===== src/rtl/bram_lane_accessor.sv =====
// Multi-lane BRAM streaming engine: reads N packed words from BRAM0, applies a
// per-lane unsigned op and writes double-width packed results to BRAM1.

module bram_lane_op #(
  parameter int W = 8
) (
  input  logic [1:0]     mode_i,
  input  logic [W-1:0]   x_i,
  input  logic [W-1:0]   coef_i,
  output logic [2*W-1:0] y_o
);
  logic [2*W-1:0] x_ext, c_ext;
  logic [W:0]     sum;

  assign x_ext = {{W{1'b0}}, x_i};
  assign c_ext = {{W{1'b0}}, coef_i};
  assign sum   = {1'b0, x_i} + {1'b0, coef_i};

  always_comb begin
    y_o = '0;
    case (mode_i)
      2'd0:    y_o = x_ext * x_ext;
      2'd1:    y_o = x_ext;
      2'd2:    y_o = x_ext * c_ext;
      default: y_o = {{(W-1){1'b0}}, sum};
    endcase
  end
endmodule

module bram_lane_accessor #(
  parameter int NUM_LANES     = 4,
  parameter int IN_DATA_WIDTH = 8,
  parameter int AWIDTH        = 8,
  parameter int CNT_BIT       = 16
) (
  input  logic                              clk,
  input  logic                              reset_n,
  input  logic                              start_run_i,
  input  logic [CNT_BIT-1:0]                run_count_i,
  input  logic [1:0]                        mode_i,
  input  logic [IN_DATA_WIDTH-1:0]          coef_i,
  input  logic [AWIDTH-1:0]                 src_base_i,
  input  logic [AWIDTH-1:0]                 dst_base_i,
  input  logic [NUM_LANES*IN_DATA_WIDTH-1:0] q_b0_i,
  output logic                              idle_o,
  output logic                              read_o,
  output logic                              write_o,
  output logic                              done_o,
  output logic [AWIDTH-1:0]                 addr_b0_o,
  output logic                              ce_b0_o,
  output logic                              we_b0_o,
  output logic [AWIDTH-1:0]                 addr_b1_o,
  output logic                              ce_b1_o,
  output logic                              we_b1_o,
  output logic [NUM_LANES*2*IN_DATA_WIDTH-1:0] d_b1_o
);
  localparam int W        = IN_DATA_WIDTH;
  localparam int DWIDTH_1 = NUM_LANES * W;
  localparam int DWIDTH_2 = NUM_LANES * 2 * W;
  // stage 0: BRAM0 data on q_b0_i, stage 1: lane results registered / write
  localparam int STAGES   = 1;
  localparam logic [CNT_BIT-1:0] CNT_ONE = {{(CNT_BIT-1){1'b0}}, 1'b1};

  typedef enum logic [1:0] {S_IDLE, S_RUN, S_DONE} state_t;

  typedef struct packed {
    logic [CNT_BIT-1:0] cnt;
    logic [1:0]         mode;
    logic [W-1:0]       coef;
    logic [AWIDTH-1:0]  src;
    logic [AWIDTH-1:0]  dst;
  } cfg_t;

  state_t                         state_q, state_d;
  cfg_t                           cfg_q, cfg_d;
  logic [CNT_BIT-1:0]             rd_cnt_q, rd_cnt_d, wr_cnt_q, wr_cnt_d;
  logic [STAGES:0]                vld_pipe;
  logic [NUM_LANES-1:0][W-1:0]    x_lanes;
  logic [NUM_LANES-1:0][2*W-1:0]  res_d, res_q;
  logic                           rd_en, wr_en;

  // Packed-array index NUM_LANES-1 is the MSB slot, i.e. ordinal lane 0.
  assign x_lanes = q_b0_i;

  for (genvar i = 0; i < NUM_LANES; i++) begin : g_lane
    bram_lane_op #(.W(W)) u_op (
      .mode_i (cfg_q.mode),
      .x_i    (x_lanes[i]),
      .coef_i (cfg_q.coef),
      .y_o    (res_d[i])
    );
  end

  assign rd_en = (state_q == S_RUN) && (rd_cnt_q < cfg_q.cnt);
  assign wr_en = vld_pipe[STAGES];

  always_comb begin
    state_d  = state_q;
    cfg_d    = cfg_q;
    rd_cnt_d = rd_cnt_q;
    wr_cnt_d = wr_cnt_q;
    case (state_q)
      S_IDLE: if (start_run_i) begin
        cfg_d    = '{cnt: run_count_i, mode: mode_i, coef: coef_i,
                     src: src_base_i, dst: dst_base_i};
        rd_cnt_d = '0;
        wr_cnt_d = '0;
        state_d  = (run_count_i == '0) ? S_DONE : S_RUN;
      end
      S_RUN: begin
        if (rd_en) rd_cnt_d = rd_cnt_q + CNT_ONE;
        if (wr_en) begin
          wr_cnt_d = wr_cnt_q + CNT_ONE;
          if (wr_cnt_q == cfg_q.cnt - CNT_ONE) state_d = S_DONE;
        end
      end
      S_DONE:  state_d = S_IDLE;
      default: state_d = S_IDLE;
    endcase
  end

  always_ff @(posedge clk or negedge reset_n) begin
    if (!reset_n) begin
      state_q  <= S_IDLE;
      cfg_q    <= '0;
      rd_cnt_q <= '0;
      wr_cnt_q <= '0;
      vld_pipe <= '0;
      res_q    <= '0;
    end else begin
      state_q  <= state_d;
      cfg_q    <= cfg_d;
      rd_cnt_q <= rd_cnt_d;
      wr_cnt_q <= wr_cnt_d;
      vld_pipe <= {vld_pipe[STAGES-1:0], rd_en};
      if (vld_pipe[0]) res_q <= res_d;
    end
  end

  assign idle_o    = (state_q == S_IDLE);
  assign done_o    = (state_q == S_DONE);
  assign read_o    = rd_en;
  assign ce_b0_o   = rd_en;
  assign we_b0_o   = 1'b0;
  assign addr_b0_o = rd_en ? cfg_q.src + rd_cnt_q[AWIDTH-1:0] : '0;
  assign write_o   = wr_en;
  assign ce_b1_o   = wr_en;
  assign we_b1_o   = wr_en;
  assign addr_b1_o = wr_en ? cfg_q.dst + wr_cnt_q[AWIDTH-1:0] : '0;
  assign d_b1_o    = wr_en ? DWIDTH_2'(res_q) : '0;

  logic unused_w;
  assign unused_w = ^{DWIDTH_1'(0)};
endmodule


===== config.mk =====
export PLATFORM = sky130hd
export DESIGN_NAME = bram_lane_accessor
export DESIGN_NICKNAME = d
export VERILOG_FILES = /design/src/rtl/bram_lane_accessor.sv
export SDC_FILE = /design/constraint.sdc
export NUM_CORES = 1
export LEC_CHECK = 0
export BUFFER_PORTS_ARGS = -buffer_cell sky130_fd_sc_hd__buf_2
export CELL_PAD_IN_SITES_DETAIL_PLACEMENT = 0
export CELL_PAD_IN_SITES_GLOBAL_PLACEMENT = 1
export CORE_MARGIN = 4
export CORE_UTILIZATION = 45
export DETAILED_ROUTE_END_ITERATION = 8
export PLACE_DENSITY_LB_ADDON = 0.1
export SETUP_SLACK_MARGIN = 0.3
export SLEW_MARGIN = 20
export SYNTH_ARGS = -nofsm -noshare
export SYNTH_HDL_FRONTEND = slang
export SYNTH_SLANG_ARGS = --single-unit
export TNS_END_PERCENT = 5

===== constraint.sdc =====
create_clock -name clk -period 13.3 [get_ports clk]
set_input_delay 1.33 -clock clk [delete_from_list [all_inputs] [get_ports clk]]
set_output_delay 1.33 -clock clk [all_outputs]
set_load 0.1 [all_outputs]

==> metrics.md, run 1 <==
| Metric | Value |
|---|---|
| Outcome | `completed` |
| Vias in the first global route | `between 20,000 and 25,000` |
| Die area | `0.05817 mm2` |
| Critical Path Sink Type | `flip-flop` |
| HPWL Detailed | `53,570 um` |
| Hold Crit Class | `flip-flop to flip-flop` |
| Remaining antenna violation count after routing | `0` |
| Via density | `about 5.5` |
| Startpoint types | `primary input` |
| PostCTS Resize Cnt | `0` |
| WS Path Type | `primary input to flip-flop` |
| Initial DRC count | `989` |
| Post-synth EDFFs | `0` |
| Register-to-Register Path Depth | `16` |
| Worst Skew | `24.35 ps` |
| Routed wl met2 | `34,190 um` |
| Via Count | `19,940` |
| Pwr Density | `about 110 mW/mm2` |
| Initial Utilization | `45.47%` |
| First-pass GRT wire length | `114,200 um` |
| Sequential area share after synthesis | `14.52%` |
| Slew Limit Headroom | `about a fifth` |
| Commonest non-fill, non-tap cell in the layout | `inv_1` |
| CTS Buf Count | `17` |
| Slew @ Worst Pin | `1182 ps` |
| Final TNS setup | `0 ps` |
| CP Capture Point | `res_q[12]$_DFFE_PN0P_` |
| CTS sink cnt | `roughly 140` |
| Setup slack after layout | `roughly 7400 ps` |
| P&R area growth vs syn | `8.126%` |
| DR WL met3 | `approximately 2900 um` |
| GPL Wtd Cong | `0.8583` |
| Final WL | `just over 70,000 um` |
| Syn Area/Cell | `8.549 um2` |
| Crit path from | `q_b0_i[3]` |
| Placed Cells | `3,618` |
| Gr usage total | `between 20 and 30%` |
| Setup Viol. Count Final | `0` |
| Die X | `241.2 um` |
| Unrepaired setup endpoints after global routing | `no` |
| Post-Syn Area | `roughly 0.024 mm2` |
| Upper clock frequency limit | `0.1705 GHz` |
| Post-route DRC | `0` |
| Peak VDD IR | `0.1281 mV` |
| Max Transition Viols Final | `0` |
| Total core area | `0.05381 mm2` |
| Internal reg-to-reg setup slack | `roughly 7800 ps` |
| Placement Setup Slack | `around 7000 ps` |
| Routed len/inst | `19.40 um` |
| Worst EP required | `13,690 ps` |
| Yosys warning count | `0` |
| M1 WL | `31,750 um` |
| Leakage | `0.01378 uW` |
| Largest net degree at the start of global routing | `83` |
| Nets@finish | `~3,600` |
| Worst skew pair latency | `~480 ps` |
| Final Non-Filler Cells | `around 3,700` |
| CP Max Fanout | `15` |
| Register bit total from synthesis | `142` |
| Ys flop type | `dfrtp_1` |
| Max cap viols | `0` |
| Critical Path AT | `6250 ps` |
| Worst r2r src | `cfg_q[17]$_DFFE_PN0P_` |
| I/O Buffers | `approximately 160` |
| Remaining Overflow, GRT | `0` |
| Fraction of registers with async set/reset | `100.0%` |
| Top Ports | `165` |
| CTS Root Cell | `clkbuf_16` |
| # Post-CTS Setup Buffers | `0` |
| CTS tree | `yes` |
| Worst-path clk slew | `80 ps` |
| Highest routed layer | `met4` |
| Fin crit period | `5864 ps` |
| Htree depth | `4` |
| Cell count after synthesis | `2,862` |
| Power after layout | `2815 uW` |
| Worst reg2reg endpoint | `res_q[12]$_DFFE_PN0P_` |
| Drt first pass iters | `6` |
| Hold buffers post-CTS | `0` |
| Antenna violations before repair | `2` |
| Count of cell types in the netlist | `77` |
| Final Hold Fails | `0` |
| Tcrit/Tclk final | `roughly 44%` |
| Fraction of layout cells with a size suffix above 1 | `9.140%` |
| Die Span Y | `around 240 um` |
| Worst hold slack | `478.7 ps` |
| Most frequent cells in the layout | `inv_1 (427), ha_1 (325), and2_1 (315)` |
| # rows | `85` |
| CTS max path bufs | `2` |
==> critical path: stages <==
cell and delay [ps]:
buf_2 210, and2_1 230, fa_1 440, fa_1 480, inv_1 50, fa_1 490, fa_1 490, inv_1 50
ha_1 310, o21a_1 150, a2111oi_0 1040, nor3b_1 170, o21a_1 240, o21ai_1 120, mux2_2 340, o21ai_1 110
==> how the worst min path moves through the flow <==
| stage | endpoint | startpoint | depth (start not counted) |
|---|---|---|---|
| global placement | res_q[48]$_DFFE_PN0P_ | res_q[48]$_DFFE_PN0P_ | 1 |
| detailed placement | res_q[48]$_DFFE_PN0P_ | res_q[48]$_DFFE_PN0P_ | 1 |
| floorplan | vld_pipe[1]$_DFF_PN0_ | vld_pipe[0]$_DFF_PN0_ | 0 |
| global route | res_q[48]$_DFFE_PN0P_ | res_q[48]$_DFFE_PN0P_ | 1 |
| CTS | res_q[48]$_DFFE_PN0P_ | res_q[48]$_DFFE_PN0P_ | 1 |
| finish | res_q[48]$_DFFE_PN0P_ | res_q[48]$_DFFE_PN0P_ | 1 |
==> Yosys cell counts (18+ instances only) <==
cell type	number	share of area, %
nor2_1	158	2.4
o21ai_0	117	2.4
a211oi_1	28	0.86
nand2_1	247	3.8
a21oi_1	119	2.4
xnor2_1	105	3.8
inv_1	428	6.6
nand3_1	28	0.57
ha_1	325	17
nor2b_1	34	0.87
clkbuf_1	104	1.6
o21a_1	29	0.89
dfrtp_1	142	15
xor2_1	49	1.8
nor3_1	30	0.61
o31ai_1	18	0.55
fa_1	250	20
and2_1	316	8.1
a21o_1	45	1.4
==> sequential cells by signal, indices dropped and copies added, names as in the netlist <==
signal / cells
cfg_q: 42
rd_cnt_q: 16
res_q: 64
state_q: 2
vld_pipe: 2
wr_cnt_q: 16
==> kinds of logic after synthesis <==
group	after synthesis	synth area share [%]
xor gates and xnor gates	154	5.513
buffers and inverters	552	8.571
adders and majority gates	575	37.07
other	2	0.03069
and+or+nand+nor	910	19.18
muxes	38	2.127
AOI/OAI and AO/OA	489	12.98
DFF	142	14.52
==> layer usage <==
metal	vias to the layer above	global-route usage (%)
met4	0	7.912
met1	9925	32.73
li1	9526	-
met5	-	0
met3	107	3.748
met2	382	43.30
==> metrics by stage <==
stage | instance area (um2) | utilization, %
2_1_floorplan | 24470 | -
3_3_place_gp | 25840 | 48.01
4_1_cts | 26450 | 49.16
3_5_place_dp | 25840 | 48.01
5_1_grt | 26450 | 49.16
6_report | 26460 | 49.16
==> power by group <==
group | internal [uW] | total [uW] | switching (uW) | leakage (uW)
clock network | 255 | 510 | 255 | 0.000298
registers | 509 | 555 | 45.8 | 0.00168
logic | 561 | 1750 | 1190 | 0.0118
==> layout make-up <==
class                   count  area, um2
fillers                  5290      27360
multi-input cells        2169      18830
flip-flops and latches    142       3561
inverters                 428       1607
repair buffers            183      972.2
well taps                 696      870.8
clock buffers              17      425.4
clock inverters            15      188.9
diodes                      1      2.502
No activity file was read; power rests on OpenSTA's default activity.
==> run 2, diff against run 1 <==
==> constraint.sdc (replaced) <==
create_clock -name clk -period 6 [get_ports clk]
set_input_delay 0.6 -clock clk [delete_from_list [all_inputs] [get_ports clk]]
set_output_delay 0.6 -clock clk [all_outputs]
set_load 0.1 [all_outputs]
==> run 2 against run 1 <==
  * Clock-buffer cell count did not move
  * Largest power group unchanged
  * Total power rose by 120%
  * Largest cell class unchanged
  * Die area did not move
  * Utilization rose by 0.19 points
  * Via count barely moved
  * First-iteration DRC count fell by 6.4%
  * Worst setup slack got worse by 6800 ps
==> metrics.md, run 2 (synthesis gave the netlist of run 1 again) <==
| Metric | Value |
|---|---|
| Outcome | `completed` |
| Critical Path AT | `about 5700 ps` |
| Unrepaired setup endpoints after global routing | `no` |
| Register-to-Register Path Depth | `17` |
| Fraction of layout cells with a size suffix above 1 | `9.538%` |
| CTS Buf Count | `17` |
| Antenna violations before repair | `5` |
| Worst hold slack | `between 40 and 50 ps` |
| Post-route DRC | `0` |
| Htree depth | `4` |
| Slew Limit Headroom | `between 30% and 40%` |
| Worst reg2reg endpoint | `res_q[30]$_DFFE_PN0P_` |
| Fin crit period | `5317 ps` |
| Diodes inserted | `0` |
| Vias in the first global route | `roughly 21,000` |
| GPL Wtd Cong | `a little under 0.9` |
| Fillers | `5,283` |
| Initial DRC count | `926` |
| First-pass GRT wire length | `approximately 110,000 um` |
| Setup Viol. Count Final | `0` |
| Final WL | `approximately 70,000 um` |
| PostCTS Resize Cnt | `0` |
| Tcrit/Tclk final | `approximately nine tenths` |
| CTS Root Cell | `clkbuf_16` |
| Final TNS setup | `0 ps` |
| Remaining antenna violation count after routing | `0` |
| Most frequent cells in the layout | `inv_1 (427), ha_1 (325), and2_1 (315)` |
| Worst skew pair latency | `about 480 ps` |
| Die area | `0.05817 mm2` |
| Routed len/inst | `19.45 um` |
| Worst-path clk slew | `80 ps` |
| Slew @ Worst Pin | `1031 ps` |
| Max reg flops | `64` |
| Largest net degree at the start of global routing | `83` |
| Startpoint types | `flip-flop` |
| Largest register by flop count | `res_q` |
| Top flop regs | `res_q: 64 flops, cfg_q: 42 flops` |
| Pwr Density | `~240 mW/mm2` |
| Internal reg-to-reg setup slack | `between 600 and 700 ps` |
| P&R area growth vs syn | `8.535%` |
| Critical Path Sink Type | `flip-flop` |
| # Post-CTS Setup Buffers | `0` |
| Max cap viols | `0` |
| Upper clock frequency limit | `0.1881 GHz` |
| Final Non-Filler Cells | `between 3,000 and 4,000` |
| # rows | `85` |
| Initial Utilization | `45.47%` |
| Placed Cells | `3,631` |
| Peak VDD IR | `around 0.43 mV` |
| Commonest non-fill, non-tap cell in the layout | `inv_1` |
| Via density | `5.447` |
| Final core utilization | `49.35%` |
| CTS sink cnt | `142` |
| Hold Crit Class | `primary input to asynchronous set/reset pin` |
| Via Count | `19,950` |
| Die X | `241.2 um` |
| Total core area | `0.05381 mm2` |
| Remaining Overflow, GRT | `0` |
| Worst Skew | `14.67 ps` |
| Die Span Y | `241.2 um` |
| Worst EP required | `6370 ps` |
| Max Transition Viols Final | `0` |
| HPWL Detailed | `55,310 um` |
| CTS tree | `yes` |
| Final Hold Fails | `0` |
| Top Ports | `165` |
| Power after layout | `around 6300 uW` |
| CP Max Fanout | `17` |
| Drt first pass iters | `5` |
| Worst r2r src | `cfg_q[18]$_DFFE_PN0P_` |
| Nets@finish | `3,606` |
| Gr usage total | `approximately a quarter` |
| CTS max path bufs | `2` |
| Hold buffers post-CTS | `0` |
| I/O Buffers | `163` |
| Leakage | `0.01384 uW` |
| WS Path Type | `flip-flop to flip-flop` |
run 2: changes by cell type in the layout (fill, tap and decap cells not counted), sizes merged:
cell,previous run,this run
buf,183,196
clkinv,9,4
clkinvlp,0,1
diode,1,0
inv,434,438
run 2: area by class of cell:
| class | count | area (um2) | share of cell area [%] |
|---|---|---|---|
| Clock buffer | 17 | 425.4 | 1.602 |
| Clock inverter | 15 | 180.2 | 0.6785 |
| Inverter | 428 | 1607 | 6.050 |
| Multi-Input combinational cell | 2169 | 18830 | 70.91 |
| Sequential cell | 142 | 3560 | 13.40 |
| Tap cell | 696 | 870.8 | 3.279 |
| Timing Repair Buffer | 196 | 1082 | 4.076 |
run 2: layer usage:
layer | GRT usage (%) | up-vias | wire [um]
li1 | - | 9565 | -
met1 | 32.28 | 9857 | 31360
met2 | 43.45 | 418 | 34630
met3 | 4.411 | 103 | 3192
met4 | 7.512 | 8 | 1992
met5 | 0 | - | 57
run 2: per-stage QoR:
step	cell area, um2	worst slack [ps]
floorplan	24470	1129
global placement	25950	769.4
detailed placement	25950	670.8
CTS	26560	712.4
global route	26560	372.9
finish	26560	683.1
run 2: worst max-delay path by stage:
stage	start	to	cells after the start
5_1_grt	cfg_q[18]$_DFFE_PN0P_	res_q[60]$_DFFE_PN0P_	16
4_1_cts	cfg_q[18]$_DFFE_PN0P_	res_q[45]$_DFFE_PN0P_	16
6_report	cfg_q[18]$_DFFE_PN0P_	res_q[30]$_DFFE_PN0P_	17
2_1_floorplan	cfg_q[21]$_DFFE_PN0P_	res_q[45]$_DFFE_PN0P_	18
3_5_place_dp	q_b0_i[5]	res_q[14]$_DFFE_PN0P_	17
3_3_place_gp	cfg_q[18]$_DFFE_PN0P_	res_q[30]$_DFFE_PN0P_	17
run 2: power by group:
group	switching [uW]	internal, uW	total, uW
clock	580	567	1150
sequential	126	1130	1260
combinational	2620	1250	3860
run 2: critical path, stage by stage, from the launching register on:
cell and delay (ps):
dfrtp_1 890, buf_4 300, nand2_1 90, fa_1 520, fa_1 540, inv_1 50, fa_1 470, inv_1 50
fa_1 470, inv_1 40, ha_1 310, o21ai_0 310, a21boi_0 140, o21ai_0 350, o21ai_0 180, xnor2_1 150
nor2_1 60, a221o_1 280
